File: src/rtl/crc8_stream_ctrl.sv
// crc8_stream_ctrl: byte-stream CRC-8 sequencer around a table ROM.
// Each accepted byte is folded through crc_table (addr = crc ^ byte) and the
// result is written back one cycle later, giving one byte per two cycles.
// The finished CRC is offered on a valid/ready handshake.
// Optional feature: define CRC8_STREAM_ABORT_EN to add the abort_i input,
// which discards the current frame without needing a reset.

// crc_table: 256x8 CRC-8 lookup ROM with a one-cycle registered read.
module crc_table #(
    parameter logic [7:0] POLYNOMIAL = 8'h07
) (
    input  logic       i_clk,
    input  logic [7:0] i_addr,
    output logic [7:0] o_data
);

    // Table entry is the byte shifted through the LFSR eight times
    function automatic logic [7:0] tableEntry(input logic [7:0] idx);
        logic [7:0] c;
        c = idx;
        for (int b = 0; b < 8; b++) begin
            if (c[7]) c = {c[6:0], 1'b0} ^ POLYNOMIAL;
            else      c = {c[6:0], 1'b0};
        end
        return c;
    endfunction

    logic [7:0] r_data;

    // Registered read every edge; contents are constant so no reset is needed
    always_ff @(posedge i_clk) begin
        r_data <= tableEntry(i_addr);
    end

    assign o_data = r_data;

endmodule

module crc8_stream_ctrl #(
    parameter logic [7:0] POLYNOMIAL = 8'h07,
    parameter logic [7:0] INIT       = 8'h00,
    parameter logic [7:0] XOR_OUT    = 8'h00
) (
    input  logic       clk_i,
    input  logic       rst_ni,
    input  logic [7:0] data_i,
    input  logic       valid_i,
    input  logic       last_i,
    output logic       ready_o,
    output logic [7:0] crc_o,
    output logic       crc_valid_o,
    input  logic       crc_ready_i,
`ifdef CRC8_STREAM_ABORT_EN
    input  logic       abort_i,
`endif
    output logic       busy_o
);

    typedef enum logic [1:0] {
        S_IDLE,
        S_UPD,
        S_DONE
    } state_t;

    state_t     r_state;
    logic [7:0] r_crc;
    logic       r_last;
    logic       r_inFrame;
    logic       r_crcValid;

    logic [7:0] w_romAddr;
    logic [7:0] w_romData;
    logic       w_abort;

`ifdef CRC8_STREAM_ABORT_EN
    assign w_abort = abort_i;
`else
    assign w_abort = 1'b0;
`endif

    // The ROM looks up every cycle; its output only matters in S_UPD
    assign w_romAddr = r_crc ^ data_i;

    crc_table #(
        .POLYNOMIAL(POLYNOMIAL)
    ) u_table (
        .i_clk (clk_i),
        .i_addr(w_romAddr),
        .o_data(w_romData)
    );

    // Sequencer: accept a byte, fold it in, and hold the CRC after the last byte
    always_ff @(posedge clk_i or negedge rst_ni) begin
        if (!rst_ni) begin
            r_state    <= S_IDLE;
            r_crc      <= INIT;
            r_last     <= 1'b0;
            r_inFrame  <= 1'b0;
            r_crcValid <= 1'b0;
        end else if (w_abort) begin
            r_state    <= S_IDLE;
            r_crc      <= INIT;
            r_inFrame  <= 1'b0;
            r_crcValid <= 1'b0;
        end else begin
            case (r_state)
                S_IDLE: begin
                    if (valid_i) begin
                        r_last    <= last_i;
                        r_inFrame <= 1'b1;
                        r_state   <= S_UPD;
                    end
                end
                S_UPD: begin
                    r_crc <= w_romData;
                    if (r_last) begin
                        r_state    <= S_DONE;
                        r_crcValid <= 1'b1;
                    end else begin
                        r_state <= S_IDLE;
                    end
                end
                S_DONE: begin
                    if (crc_ready_i) begin
                        r_crc      <= INIT;
                        r_inFrame  <= 1'b0;
                        r_crcValid <= 1'b0;
                        r_state    <= S_IDLE;
                    end
                end
                default: begin
                    r_state <= S_IDLE;
                end
            endcase
        end
    end

    // Reset parks the FSM in S_IDLE, so ready is masked while reset is held
    assign ready_o     = (r_state == S_IDLE) && rst_ni;
    assign crc_o       = r_crc ^ XOR_OUT;
    assign crc_valid_o = r_crcValid;
    assign busy_o      = r_inFrame;

endmodule
File: config.mk
export PLATFORM = sky130hd
export DESIGN_NAME = crc8_stream_ctrl
export DESIGN_NICKNAME = d
export VERILOG_FILES = /design/src/rtl/crc8_stream_ctrl.sv
export SDC_FILE = /design/constraint.sdc
export NUM_CORES = 1
export LEC_CHECK = 0
export ABC_CLOCK_PERIOD_IN_PS = 3500
export CAP_MARGIN = 20
export CORE_UTILIZATION = 46
export DETAILED_ROUTE_END_ITERATION = 10
export PLACE_DENSITY = 0.85
export SYNTH_ARGS = -nofsm -noshare
export SYNTH_HDL_FRONTEND = slang
export SYNTH_SLANG_ARGS = --single-unit
File: constraint.sdc
create_clock -name clk_i -period 3.5 [get_ports clk_i]
set_input_delay 1.05 -clock clk_i [delete_from_list [all_inputs] [get_ports clk_i]]
set_output_delay 1.05 -clock clk_i [all_outputs]
set_load 0.02 [all_outputs]
==> run metrics <==
status=finished clean; Sink Count=21; Worst Hold Launch=u_table.o_data[4]; Critical R2R Launch=r_state[0]; Layout area overhead=31.0%; CTS tree=done; DP Cell Count=around 130; Netlist cell types=16; maximum number of pins on one net before global-route repair=17; PD cells=1090 mW/mm²; DRT Pass-1 Iters=4; Final Util=about two thirds; Final ANT Viol Nets=0; Peak Freq=293 MHz; Port Buffers=23; crit path kind=in -> out; final WL=1.74 mm; Chip Width=46.2 µm; routed len/inst=12.9 µm; Syn. warnings=0; dpl hpwl=1.29 mm; setup violators final=0; Final Hold Vio Count=0; DR DRC count=0; R2R Setup Slk=2.09 ns; worst hold path class=reg -> reg; Cell Rows=15; clk buf depth=2; CP Data Arrival Time=2.36 ns; first-pass GRT wire length=around 2.8 mm; core area=0.00178 mm²; # diodes=0; clock-pin slew on the worst setup and hold paths=0.10 ns; Cells after Synth=86; Root Driver=clkbuf_4; post-synthesis net count=99; CTS Hold Bufs=0; Starting DRT DRC Count=12; Max Fanout on Critical Path=2; layout cells sized above 1=between 5 and 6%; post-synth top area share=36.2%; Starting Density=50.5%; total grt overflow=0; later-pin clock latency in the skew report=0.29 ns; worst-margin pin slew=0.485 ns; Setup crit end kind=primary output; Hold Path Sink=crc_o[4]; Setup Skew=0.00444 ns; vias per cell=between 5 and 6; Critical Path RT=2.45 ns; Startpoint Class=primary input; initial antenna violation count=0; CTS H-tree depth=1; Final Non-Filler Cells=between 100 and 150; Setup TNS Final=0 ns; Routability Congestion=~0.78; max-cap violation count=0; # fillers=150; GR Util All Layers=18.5%; Ports=24; slew margin rel.=67.6%; Final Cycle Share=97.4%; die area=0.00214 mm²; Yosys reg bits=21; RSZ-0062 raised after global routing=false; number of buffers created by CTS=3; post-synthesis sequential area ratio=54.0%; reg-to-reg critical path endpoint=crc_o[0]; # nets final=about 120; hold depth=2; cell accounting for the most synthesized area=dfrtp_1; vias post-DR=685; Pleak=0.000466 µW; largest cells by area after synthesis=dfrtp_1 36%, dfxtp_1 18%, xnor2_1 15%; cell area after synthesis=900 µm²; Max IR drop VDD=0.000666 V; Slew Viols, Final=0; Die Span Y=46.2 µm; Syn Area/Cell=10.5 µm²; register area=485 µm²; multi-input logic area=394 µm²; postcts setup bufs=0; vias in the first global route=610; Min Clock Period, post-route=~3.4 ns; PostCTS Resize Cnt=0; Register-to-Register Path Depth=3
cells by family after synthesis:
group	Yosys count	share of synthesized area, %
simple gates	17	8.48
compound gates	21	12.8
flops	21	54.0
xor+xnor	21	21.3
mux	1	1.25
buf+inv	5	2.22
stage by stage:
step | instance area, µm² | hold slack, ns | setup WS, ns | power, µW
6_report | 1180 | 0.492 | 0.0908 | 1280
5_1_grt | 1180 | 0.523 | 0.0781 | 1390
4_1_cts | 1180 | 0.495 | 0.0916 | 1300
3_5_place_dp | 1150 | 0.479 | 0.0950 | 1190
3_3_place_gp | 1150 | 0.467 | 0.141 | 1160
2_1_floorplan | 900 | 0.461 | 0.879 | 963
placed cells by master, fill, tap and decap left out, drive strengths merged:
cell,netlist,routed
clkdlybuf4s50,0,23
o22ai,8,8
mux2,1,1
xor2,6,6
nand2b,2,2
a21oi,10,10
inv,1,1
o21ai,3,3
buf,1,1
nor3b,2,2
nand2,12,12
xnor2,15,15
clkbuf,3,4
dfxtp,8,8
dfrtp,13,13
nor2,1,1
per-layer routing:
metal	GRT usage, %	vias up	part of all wire (%)
met3	2.35	2	5.1
met1	25.9	329	43
met2	29.0	21	51
met4	7.06	0	0.35
met5	0	-	0
li1	-	333	-
synth_stat cells, drive strengths merged:
cell,n
nand2,12
clkbuf,3
mux2,1
nor2,1
o22ai,8
inv,1
xnor2,15
dfrtp,13
o21ai,3
xor2,6
nand2b,2
buf,1
nor3b,2
a21oi,10
dfxtp,8
registers in the layout, indices dropped and copies added, names as in the netlist:
| name | cells |
|---|---|
| crc_valid_o | 1 |
| r_state | 2 |
| crc_o | 8 |
| r_last | 1 |
| u_table.o_data | 8 |
| busy_o | 1 |
how the worst max path moves through the flow:
stage,cells after the start,slack (ns),end,start
global placement,3,0.14,ready_o,rst_ni
floorplan,1,0.88,ready_o,rst_ni
global route,3,0.08,ready_o,rst_ni
CTS,3,0.09,ready_o,rst_ni
finish,3,0.09,ready_o,rst_ni
detailed placement,3,0.09,ready_o,rst_ni
worst max-delay path, cell delays in order:
cell,delay (ns)
clkdlybuf4s50_1,0.48
nor3b_1,0.19
clkdlybuf4s50_1,0.63
where the power goes:
group	internal, µW	total (µW)	switching [µW]
logic	345	671	326
clock network	44.3	111	66.7
registers	379	501	122
total	768	1280	515
final cells by class:
cell class	instances	share of cell area, %
sequential	21	41.2
multi-input combinational	60	33.4
timing repair buffer	24	20.2
tap	25	2.65
clock buffer	4	2.23
inverter	1	0.318
Note: power is estimated with default switching activity, not from simulation.
